<file path="src/rtl/store_buffer_if.sv">
//------------------------------------------------------------------------------
// store_buffer_if
// CPU request/response and data-memory port bundle for the store buffer.
// Revision: 1.0
//------------------------------------------------------------------------------
`default_nettype none

interface store_buffer_if;
  // CPU side
  logic        req_valid;
  logic        req_write;
  logic [15:0] req_addr;
  logic [15:0] req_wdata;
  logic        req_ready;
  logic        rsp_valid;
  logic [15:0] rsp_data;
  logic        buf_empty;
  // Data-memory side
  logic [15:0] mem_addr;
  logic [15:0] mem_write_data;
  logic        mem_write;
  logic        mem_read;
  logic [15:0] mem_read_data;

  // Environment: CPU issuing requests plus the word memory
  modport master (
    output req_valid, req_write, req_addr, req_wdata, mem_read_data,
    input  req_ready, rsp_valid, rsp_data, buf_empty,
           mem_addr, mem_write_data, mem_write, mem_read
  );

  // Store buffer itself
  modport slave (
    input  req_valid, req_write, req_addr, req_wdata, mem_read_data,
    output req_ready, rsp_valid, rsp_data, buf_empty,
           mem_addr, mem_write_data, mem_write, mem_read
  );
endinterface

`default_nettype wire

</file>
<file path="src/rtl/store_buffer.sv">
//------------------------------------------------------------------------------
// store_buffer
// Posted-write store FIFO with youngest-match store-to-load forwarding.
// Loads own the memory port when present; stores drain one per idle cycle.
// Revision: 1.0
//------------------------------------------------------------------------------
`default_nettype none

module store_buffer #(
  parameter int DEPTH = 4
) (
  input  logic          clk,
  input  logic          rst_n,
  store_buffer_if.slave bus
);

  localparam int c_PTR_W = $clog2(DEPTH);
  localparam int c_CNT_W = c_PTR_W + 1;
  localparam logic [c_CNT_W-1:0] c_FULL = c_CNT_W'(DEPTH);

  // Entry storage: word address and data
  logic [14:0]        r_ent_addr [DEPTH];
  logic [15:0]        r_ent_data [DEPTH];
  logic [c_PTR_W-1:0] r_head;
  logic [c_PTR_W-1:0] r_tail;
  logic [c_CNT_W-1:0] r_count;
  logic               r_rsp_valid;
  logic [15:0]        r_rsp_data;

  logic               w_full;
  logic               w_ready;
  logic               w_load;
  logic               w_store;
  logic               w_drain;
  logic               w_hit;
  logic [15:0]        w_fwd_data;
  logic [c_PTR_W-1:0] w_slot [DEPTH];

  assign w_full  = (r_count == c_FULL);
  assign w_ready = !w_full;
  assign w_load  = bus.req_valid && !bus.req_write && w_ready;
  assign w_store = bus.req_valid &&  bus.req_write && w_ready;
  // A load always wins the port; otherwise any pending store retires
  assign w_drain = !w_load && (r_count != '0);

  // Slot i is the i-th oldest entry counted from head
  for (genvar gi = 0; gi < DEPTH; gi++) begin : g_slot
    assign w_slot[gi] = r_head + c_PTR_W'(gi);
  end

  // Scan oldest to youngest so the youngest matching entry is the last to win
  always_comb begin
    w_hit      = 1'b0;
    w_fwd_data = '0;
    for (int i = 0; i < DEPTH; i++) begin
      if ((c_CNT_W'(i) < r_count) &&
          (r_ent_addr[w_slot[i]] == bus.req_addr[15:1])) begin
        w_hit      = 1'b1;
        w_fwd_data = r_ent_data[w_slot[i]];
      end
    end
  end

  // Memory port mux: load, drain, or idle with everything driven low
  always_comb begin
    bus.mem_read       = 1'b0;
    bus.mem_write      = 1'b0;
    bus.mem_addr       = '0;
    bus.mem_write_data = '0;
    if (w_load) begin
      bus.mem_read = 1'b1;
      bus.mem_addr = bus.req_addr;
    end else if (w_drain) begin
      bus.mem_write      = 1'b1;
      bus.mem_addr       = {r_ent_addr[r_head], 1'b0};
      bus.mem_write_data = r_ent_data[r_head];
    end
  end

  assign bus.req_ready = w_ready;
  assign bus.buf_empty = (r_count == '0);
  assign bus.rsp_valid = r_rsp_valid;
  assign bus.rsp_data  = r_rsp_data;

  // Capture an accepted store into the tail slot; contents need no reset
  always_ff @(posedge clk) begin
    if (w_store) begin
      r_ent_addr[r_tail] <= bus.req_addr[15:1];
      r_ent_data[r_tail] <= bus.req_wdata;
    end
  end

  // Pointer and occupancy bookkeeping; reset discards pending stores
  always_ff @(posedge clk or negedge rst_n) begin
    if (!rst_n) begin
      r_head  <= '0;
      r_tail  <= '0;
      r_count <= '0;
    end else begin
      if (w_store) r_tail <= r_tail + 1'b1;
      if (w_drain) r_head <= r_head + 1'b1;
      r_count <= r_count + c_CNT_W'(w_store) - c_CNT_W'(w_drain);
    end
  end

  // Register the load result: forwarded data if buffered, else memory
  always_ff @(posedge clk or negedge rst_n) begin
    if (!rst_n) begin
      r_rsp_valid <= 1'b0;
      r_rsp_data  <= '0;
    end else begin
      r_rsp_valid <= w_load;
      if (w_load) r_rsp_data <= w_hit ? w_fwd_data : bus.mem_read_data;
    end
  end

endmodule

`default_nettype wire
</file>
<file path="src/flat_wrapper.sv">
// flat-port wrapper written by rule: the top's interface ports become plain ports
module store_buffer_flat 
#(
  parameter int DEPTH = 4
)
  (clk, rst_n, bus_req_valid, bus_req_write, bus_req_addr, bus_req_wdata, bus_mem_read_data, bus_req_ready, bus_rsp_valid, bus_rsp_data, bus_buf_empty, bus_mem_addr, bus_mem_write_data, bus_mem_write, bus_mem_read);
  store_buffer_if bus_i ();
  input  logic clk;
  input  logic rst_n;
  input wire logic [$bits(bus_i.req_valid)-1:0] bus_req_valid;
  input wire logic [$bits(bus_i.req_write)-1:0] bus_req_write;
  input wire logic [$bits(bus_i.req_addr)-1:0] bus_req_addr;
  input wire logic [$bits(bus_i.req_wdata)-1:0] bus_req_wdata;
  input wire logic [$bits(bus_i.mem_read_data)-1:0] bus_mem_read_data;
  output wire logic [$bits(bus_i.req_ready)-1:0] bus_req_ready;
  output wire logic [$bits(bus_i.rsp_valid)-1:0] bus_rsp_valid;
  output wire logic [$bits(bus_i.rsp_data)-1:0] bus_rsp_data;
  output wire logic [$bits(bus_i.buf_empty)-1:0] bus_buf_empty;
  output wire logic [$bits(bus_i.mem_addr)-1:0] bus_mem_addr;
  output wire logic [$bits(bus_i.mem_write_data)-1:0] bus_mem_write_data;
  output wire logic [$bits(bus_i.mem_write)-1:0] bus_mem_write;
  output wire logic [$bits(bus_i.mem_read)-1:0] bus_mem_read;
  assign bus_i.req_valid = bus_req_valid;
  assign bus_i.req_write = bus_req_write;
  assign bus_i.req_addr = bus_req_addr;
  assign bus_i.req_wdata = bus_req_wdata;
  assign bus_i.mem_read_data = bus_mem_read_data;
  assign bus_req_ready = bus_i.req_ready;
  assign bus_rsp_valid = bus_i.rsp_valid;
  assign bus_rsp_data = bus_i.rsp_data;
  assign bus_buf_empty = bus_i.buf_empty;
  assign bus_mem_addr = bus_i.mem_addr;
  assign bus_mem_write_data = bus_i.mem_write_data;
  assign bus_mem_write = bus_i.mem_write;
  assign bus_mem_read = bus_i.mem_read;
  store_buffer #(.DEPTH(DEPTH)) u_core (.clk(clk), .rst_n(rst_n), .bus(bus_i));
endmodule
</file>
<file path="config.mk">
export PLATFORM = sky130hd
export DESIGN_NAME = store_buffer_flat
export DESIGN_NICKNAME = d
export VERILOG_FILES = /design/src/rtl/store_buffer_if.sv /design/src/rtl/store_buffer.sv /design/src/flat_wrapper.sv
export SDC_FILE = /design/constraint.sdc
export NUM_CORES = 1
export LEC_CHECK = 0
export CORE_MARGIN = 10
export CORE_UTILIZATION = 30
export CTS_BUF_LIST = sky130_fd_sc_hd__clkbuf_2 sky130_fd_sc_hd__clkbuf_4 sky130_fd_sc_hd__clkbuf_8
export CTS_CLUSTER_DIAMETER = 60
export DETAILED_ROUTE_END_ITERATION = 10
export DONT_BUFFER_PORTS = 1
export GPL_TIMING_DRIVEN = 0
export REMOVE_ABC_BUFFERS = 1
export SYNTH_ARGS = -nofsm -noshare
export SYNTH_HDL_FRONTEND = slang
export SYNTH_SLANG_ARGS = --single-unit
</file>
<file path="constraint.sdc">
create_clock -name clk -period 2.6 [get_ports clk]
set_input_delay 0.52 -clock clk [delete_from_list [all_inputs] [get_ports clk]]
set_output_delay 0.52 -clock clk [all_outputs]
set_load 0.02 [all_outputs]
</file>
==> results of run 1 <==
## repair_timing
action	in CTS	in global routing
pin swaps	38	5
endpoints found under the hold margin	24	0
hold buffers	2	0
setup endpoints to repair	54	51
setup buffers	41	2
gates cloned	18	0
gates resized for setup	165	26
## critical path: stages, from the launching register on
cell,delay (ns)
sky130_fd_sc_hd__dfrtp_4,0.54
sky130_fd_sc_hd__buf_16,0.17
sky130_fd_sc_hd__buf_16,0.16
sky130_fd_sc_hd__mux2i_1,0.32
sky130_fd_sc_hd__nor2_1,0.09
sky130_fd_sc_hd__o32ai_2,0.40
sky130_fd_sc_hd__or4b_4,0.53
sky130_fd_sc_hd__nor4b_4,0.29
sky130_fd_sc_hd__a31oi_4,0.08
sky130_fd_sc_hd__buf_6,0.17
sky130_fd_sc_hd__o211ai_1,0.13
sky130_fd_sc_hd__a21oi_1,0.10
## path summary, 6_finish.rpt
path / endpoint / cells after the start / slack [ns]
max: u_core.bus.rsp_data[9] / 11 / -0.52
min: u_core.r_ent_data[1][5] / 0 / 0.13
max reg2reg: u_core.bus.rsp_data[9] / 11 / -0.52
min reg2reg: u_core.r_tail[0] / 2 / 0.63
max in group asynchronous: u_core.r_head[1] / 2 / 1.92
min in group asynchronous: u_core.bus.rsp_data[6] / 2 / 0.48
## per-stage QoR
step	power, mW	utilization	worst slack [ns]	TNS (ns)
after floorplan	7.29	-	-4.58	-177.04
after global placement	7.57	0.311	-7.73	-362.77
after detailed placement	9.23	0.318	-2.78	-62.69
after CTS	13.6	0.377	-0.476	-12.77
after global routing	14.5	0.380	-0.598	-16.62
final	13.7	0.380	-0.519	-12.31
## cells by family after synthesis
| group | after synthesis | share of synthesized area |
|---|---|---|
| simple gates | 186 | 0.0956 |
| compound gates | 183 | 0.131 |
| mux | 178 | 0.214 |
| flops | 148 | 0.444 |
| buf+inv | 99 | 0.0510 |
| xor+xnor | 57 | 0.0513 |
| fa+ha+maj | 9 | 0.0123 |
## where the power goes
group / internal, mW / leakage [nW] / switching, mW
Combinational: 3.81 / 2.74 / 4.54
Sequential: 2.96 / 1.39 / 0.384
Clock: 1.11 / 0.218 / 0.925
Total: 7.87 / 4.35 / 5.85
## area by class of cell
cell class,count,area [um^2],share of cell area
inverter,27,121,0.0100
multi-input combinational,618,5570,0.461
clock buffer,20,269,0.0223
sequential,148,4330,0.359
timing repair buffer,66,1050,0.0872
timing repair inverter,1,7.51,0.000622
tap,435,544,0.0451
clock inverter,12,179,0.0148
## metal layers
layer / part of all wire / global-route usage / vias up
met1: 0.41 / 0.195 / 3619
met2: 0.48 / 0.261 / 308
li1: - / - / 3248
met3: 0.080 / 0.0409 / 60
met5: 0 / 0 / -
met4: 0.025 / 0.0537 / 0
## sequential cells by signal, indices dropped and copies added, names as in the netlist
| signal | count |
|---|---|
| u_core.r_ent_data | 64 |
| u_core.r_ent_addr | 60 |
| u_core.r_count | 3 |
| u_core.r_tail | 2 |
| u_core.bus.rsp_data | 16 |
| u_core.r_head | 2 |
| u_core.bus.rsp_valid | 1 |
## placed cells by master, fill, tap and decap left out, types with 9 or more instances in the layout
| cell type | n |
|---|---|
| sky130_fd_sc_hd__a21o_1 | 16 |
| sky130_fd_sc_hd__a21oi_1 | 34 |
| sky130_fd_sc_hd__a21oi_2 | 20 |
| sky130_fd_sc_hd__a22o_4 | 9 |
| sky130_fd_sc_hd__buf_12 | 11 |
| sky130_fd_sc_hd__buf_16 | 12 |
| sky130_fd_sc_hd__buf_4 | 26 |
| sky130_fd_sc_hd__clkbuf_8 | 19 |
| sky130_fd_sc_hd__dfrtp_1 | 20 |
| sky130_fd_sc_hd__edfxtp_1 | 124 |
| sky130_fd_sc_hd__inv_1 | 22 |
| sky130_fd_sc_hd__mux2_2 | 24 |
| sky130_fd_sc_hd__mux2i_1 | 114 |
| sky130_fd_sc_hd__mux2i_2 | 12 |
| sky130_fd_sc_hd__mux4_2 | 21 |
| sky130_fd_sc_hd__nand2_1 | 53 |
| sky130_fd_sc_hd__nand2b_1 | 17 |
| sky130_fd_sc_hd__nor2_1 | 45 |
| sky130_fd_sc_hd__nor2_2 | 11 |
| sky130_fd_sc_hd__nor3b_1 | 14 |
| sky130_fd_sc_hd__o211ai_2 | 10 |
| sky130_fd_sc_hd__o21ai_0 | 31 |
| sky130_fd_sc_hd__o21ai_1 | 12 |
| sky130_fd_sc_hd__o21ai_4 | 10 |
| sky130_fd_sc_hd__xnor2_1 | 31 |
| sky130_fd_sc_hd__xnor2_2 | 9 |
| sky130_fd_sc_hd__xor2_1 | 17 |
==> results by group, run 1 <==
Detailed routing
  • 1st-iter DRT viols: 549
  • DR WL/cell: 24.2 um
  • Number of vias per cell after detailed routing: 5.45
  • Count of unresolved DRC violations after routing: 0
  • Post-route ant nets: 0
  • Number of vias in the routed layout: 7235
  • Number of search-and-repair iterations in the first detailed-routing pass: 7
  • Final WL: 32.1 mm

Cells and area
  • Non-filler cells, final: 1327
  • Number of inserted filler cells in the final layout: 3001
  • Area Overhead vs Synth: 24.0%
  • Proportion of layout cells with a drive suffix above 1: 0.323
  • Layout Cell Area excl Fill: 12100 um^2
  • # diodes: 0
  • Fin nets: 940

Worst setup path
  • Critical-path maximum fanout: 15
  • Worst flop-to-flop path startpoint: u_core.r_head[1]
  • Critical path startpoint category: register
  • Critical path capture point type: register
  • Worst Setup Path Type: reg -> reg
  • Data required time of the critical path: 2.96 ns
  • Worst setup startpoint: u_core.r_head[1]
  • Arrival time reported for the critical path endpoint: 3.48 ns

CTS
  • CTS tree: done
  • Cell at the root of the clock tree: sky130_fd_sc_hd__clkbuf_8
  • Clock latency on the worst-skew pair: 0.47 ns
  • Max Root-Sink Buffers: 2
  • Inserted Clock Buffers: 17
  • CTS sink count: 148
  • Number of levels the H-tree was split into: 4
  • Clk pin slew, worst setup/hold paths: 0.09 ns

Pwr
  • Leakage component of the power: 4.35 nW
  • P per Cell Area: 1140 nW/um^2
  • Max IR drop VDD: 0.406 mV

Floorplanning
  • Ports: 105
  • Total die area: 40100 um^2
  • Std-Cell Core Area: 31800 um^2
  • DIE HEIGHT: 200 um
  • Placement row count: 65
  • Die Width: 200 um
  • Starting density of the core: 0.306

Global routing
  • Residual overflow from global routing: 0
  • First-pass GRT wire length: 48.0 mm
  • Antenna violations before repair: 0
  • Largest net degree at the start of global routing: 31
  • Total track usage: 0.158
  • Vias in the first global route: 7321

Synthesis
  • Cell area after synthesis: 9740 um^2
  • Synthesis-stage register bit count: 148
  • Share of Yosys cell area claimed by the top area cell type: 0.382
  • Number of enable flip-flop cells after synthesis: 124
  • Commonest cells in the synthesized netlist: 128 x sky130_fd_sc_hd__mux2i_1, 124 x sky130_fd_sc_hd__edfxtp_1, 63 x sky130_fd_sc_hd__nor2_1
  • Gate count of the mapped netlist: 860
  • Ys async rst share: 0.162
  • Library cell occupying the most area in the post-synthesis netlist: sky130_fd_sc_hd__edfxtp_1
  • Number of different library cells in the post-synthesis netlist: 63
  • Top area cells in the synthesized netlist: sky130_fd_sc_hd__edfxtp_1 38%, sky130_fd_sc_hd__mux2i_1 13%, sky130_fd_sc_hd__dfrtp_1 6.2%, sky130_fd_sc_hd__mux4_2 4.9%, sky130_fd_sc_hd__xnor2_1 3.6%
  • Syn Area/Cell: 11.3 um^2
  • Share of the yosys chip area belonging to registers: 0.444
  • Count of yosys warnings during synthesis: 0
  • Flip-flop cell with the highest count after synthesis: sky130_fd_sc_hd__edfxtp_1
  • Most numerous cell in the Yosys netlist: sky130_fd_sc_hd__mux2i_1

STA
  • RSZ-0062 raised after global routing: yes
  • Final hold slack: 0.133 ns
  • Min Clock Period, post-route: 3.12 ns
  • Fin crit share: 1.20
  • Slew @ Worst Pin: 0.936 ns
  • Final number of max-transition violations: 0
  • Achievable frequency: 321 MHz
  • Worst-case clock skew: 0.0175 ns
  • Final setup fails: 42
  • Final hold viol count: 0
  • Final critical-path setup slack: -0.519 ns
  • Relative max-transition margin: 0.375

Placed design
  • Final RePlAce weighted congestion: 0.826
  • Total placed instance area: 10100 um^2
  • Placed cells: 1233
  • Count of input and output buffers: 0
  • Estimated wirelength of the detail-placed design: 17.9 mm

Worst hold path
  • Start point of the worst min-delay path: bus_req_wdata[5]
  • Hold crit path type: in -> reg

Outcome
  • Run status: complete, but fails checks
  • Violated checks: negative setup slack

Run
  • Max-cap violations: 0
Power figures use the tool's default switching activity.
==> inputs of run 2 (changes only) <==
--- a/config.mk
+++ b/config.mk
@@ -5,7 +5,6 @@
 export SDC_FILE = /design/constraint.sdc
 export NUM_CORES = 1
 export LEC_CHECK = 0
-export CORE_MARGIN = 10
 export CORE_UTILIZATION = 30
 export CTS_BUF_LIST = sky130_fd_sc_hd__clkbuf_2 sky130_fd_sc_hd__clkbuf_4 sky130_fd_sc_hd__clkbuf_8
 export CTS_CLUSTER_DIAMETER = 60
==> results by group, run 2 (synthesis gave the netlist of run 1 again) <==
Outcome
  • Run status: complete, but fails checks
  • Violated checks: negative setup slack

Pwr
  • Combinational share of power: 0.629 (+0.020)
  • P per Cell Area: 1120 nW/um^2 (-1.4%)
  • Leakage component of the power: 4.46 nW (+2.7%)
  • Total internal power: 7.93 mW (+0.69%)
  • Power share of the clock group: 0.131 (-0.017)
  • Net Sw Frac: 0.430 (+0.00369)
  • Max IR drop VDD: 0.445 mV (+9.6%)
  • Switching pwr: 5.98 mW (+2.2%)
  • Part of the total power dissipated in sequential elements: 0.240 (-0.003)

Global routing
  • Largest net degree at the start of global routing: 36 (+16%)
  • Antenna violations before repair: 0 (unchanged)
  • Vias in the first global route: 7151 (-2.3%)
  • Total track usage: 0.182 (+0.0246)
  • First-pass GRT wire length: 44.7 mm (-6.9%)
  • Residual overflow from global routing: 0 (unchanged)

Worst setup path
  • Critical-path maximum fanout: 6 (-9)
  • Reg2Reg Setup Slack: -0.61 ns (-0.09 ns)
  • Critical path startpoint category: register
  • Data required time of the critical path: 2.97 ns (about the same)
  • Arrival time reported for the critical path endpoint: 3.58 ns (+0.10 ns)
  • R2R depth: 14 (+3)
  • Critical path capture point type: register
  • Worst Setup Path Type: reg -> reg

Cells and area
  • Fin nets: 957 (+1.8%)
  • Number of flip-flops under the largest register name: 64 (unchanged)
  • Proportion of layout cells with a drive suffix above 1: 0.355 (+0.0325)
  • Final core utilization: 0.391 (+0.0117)
  • Register name with the most flops: u_core.r_ent_data
  • # diodes: 0 (unchanged)
  • Area Overhead vs Synth: 27.5%
  • Commonest non-fill, non-tap cell in the layout: sky130_fd_sc_hd__edfxtp_1
  • Top library cells by usage in the layout, fill and taps aside: 124 x sky130_fd_sc_hd__edfxtp_1, 112 x sky130_fd_sc_hd__mux2i_1, 46 x sky130_fd_sc_hd__nand2_1, 45 x sky130_fd_sc_hd__nor2_1, 32 x sky130_fd_sc_hd__o21ai_0
  • Layout Cell Area excl Fill: 12400 um^2 (+2.8%)
  • Non-filler cells, final: 1311 (-1.2%)

STA
  • Final hold viol count: 0 (unchanged)
  • Fin crit share: 1.23 (+0.0332)
  • Final critical-path setup slack: -0.605 ns (-0.0864 ns)
  • RSZ-0062 raised after global routing: yes
  • Slew @ Worst Pin: 0.644 ns (-0.292 ns)
  • Min Clock Period, post-route: 3.21 ns (+0.0864 ns)
  • Final setup fails: 39 (-7.1%)
  • Worst-case clock skew: 0.0105 ns (-0.00699 ns)
  • Achievable frequency: 312 MHz (-2.7%)
  • Final number of max-transition violations: 0 (unchanged)
  • Total negative slack for setup checks: -13.76 ns (-1.45 ns)
  • Relative max-transition margin: 0.569 (+0.194)

Detailed routing
  • Number of vias in the routed layout: 7134 (-1.4%)
  • Number of search-and-repair iterations in the first detailed-routing pass: 5 (-2)
  • DR WL/cell: 23.0 um (-5.0%)
  • Number of vias per cell after detailed routing: 5.44 (-0.19%)
  • Count of unresolved DRC violations after routing: 0 (unchanged)
  • 1st-iter DRT viols: 506 (-7.8%)
  • Final WL: 30.1 mm (-6.1%)
  • Post-route ant nets: 0 (unchanged)

Placed design
  • Placed cells: 1200 (-2.7%)
  • Final RePlAce weighted congestion: 0.817 (-1.0%)
  • Count of input and output buffers: 0 (unchanged)
  • Estimated wirelength of the detail-placed design: 17.1 mm (-4.6%)
  • Total placed instance area: 10100 um^2 (-0.19%)

Floorplanning
  • Placement row count: 65 (unchanged)
  • DIE HEIGHT: 182 um (-9.0%)
  • Total die area: 33200 um^2 (-17%)
  • Std-Cell Core Area: 31700 um^2 (-0.26%)
  • Die Width: 182 um (-9.0%)
  • Ports: 105 (unchanged)
  • Starting density of the core: 0.307 (+0.000785)

CTS
  • Cell at the root of the clock tree: sky130_fd_sc_hd__clkbuf_8
  • Clock latency on the worst-skew pair: 0.48 ns (about the same)
  • CTS tree: done
  • Number of levels the H-tree was split into: 4 (unchanged)
  • Clk pin slew, worst setup/hold paths: 0.09 ns (about the same)
  • CTS sink count: 148 (unchanged)
  • Inserted Clock Buffers: 17 (unchanged)
  • Max Root-Sink Buffers: 2 (unchanged)

Worst hold path
  • Depth of the worst hold-timing path: 0 (unchanged)
  • Hold crit path type: in -> reg

Run
  • Max-cap violations: 0 (unchanged)
run 2: per-layer routing:
metal | wire length, um | GRT usage | vias to the layer above
met3 | 1930 | 0.0497 | 33
met5 | 0 | 0 | -
li1 | - | - | 3275
met2 | 15100 | 0.308 | 204
met1 | 12600 | 0.225 | 3622
met4 | 520 | 0.0588 | 0
run 2: worst max-delay path: stages (launching register included):
cell	delay (ns)
sky130_fd_sc_hd__dfrtp_4	0.52
sky130_fd_sc_hd__buf_12	0.16
sky130_fd_sc_hd__buf_16	0.14
sky130_fd_sc_hd__buf_8	0.14
sky130_fd_sc_hd__buf_6	0.12
sky130_fd_sc_hd__mux2i_4	0.19
sky130_fd_sc_hd__xnor2_2	0.16
sky130_fd_sc_hd__o32ai_2	0.30
sky130_fd_sc_hd__or4b_4	0.51
sky130_fd_sc_hd__nor4b_4	0.37
sky130_fd_sc_hd__a31oi_4	0.07
sky130_fd_sc_hd__buf_6	0.15
sky130_fd_sc_hd__buf_12	0.13
sky130_fd_sc_hd__o211ai_2	0.06
sky130_fd_sc_hd__a21oi_2	0.07
run 2: per-stage QoR:
| stage | power [mW] | setup slack (ns) | hold slack [ns] |
|---|---|---|---|
| after CTS | 13.1 | -0.479 | 0.108 |
| after floorplan | 7.29 | -4.58 | 0.224 |
| final | 13.9 | -0.605 | 0.130 |
| after global placement | 7.55 | -7.54 | 0.227 |
| after detailed placement | 9.19 | -2.28 | 0.227 |
| after global routing | 14.6 | -0.691 | 0.102 |
run 2: final timing paths:
check / startpoint / to
min: bus_req_wdata[5] / u_core.r_ent_data[1][5]
min reg2reg: u_core.r_tail[0] / u_core.r_tail[0]
max in group asynchronous: rst_n / u_core.r_head[0]
min in group asynchronous: rst_n / u_core.bus.rsp_data[8]
max: u_core.r_head[1] / u_core.bus.rsp_data[10]
max reg2reg: u_core.r_head[1] / u_core.bus.rsp_data[10]
run 2: final cells by class:
cell class	instances	area (um^2)
clock buffer	17	234
clock inverter	15	153
fill	2932	19300
inverter	27	108
multi-input combinational	617	5770
sequential	148	4330
tap	402	503
timing repair buffer	84	1310
timing repair inverter	1	7.51
run 2: power by group through the flow:
stage | sequential [mW] | combinational [mW] | clock [mW]
floorplan | 3.74 | 3.55 | 0
global placement | 3.80 | 3.75 | 0
detailed placement | 3.61 | 5.58 | 0
CTS | 3.33 | 7.96 | 1.85
global route | 3.38 | 9.28 | 1.92
finish | 3.33 | 8.76 | 1.82
run 2: timing repair:
| action | CTS | global route |
|---|---|---|
| endpoints found under the hold margin | 24 | 0 |
| gates resized for setup | 147 | 86 |
| pin swaps | 46 | 51 |
| hold buffers | 2 | 0 |
| endpoints found under the setup margin | 54 | 50 |
| buffers inserted | 37 | 27 |
| gates cloned | 16 | 0 |
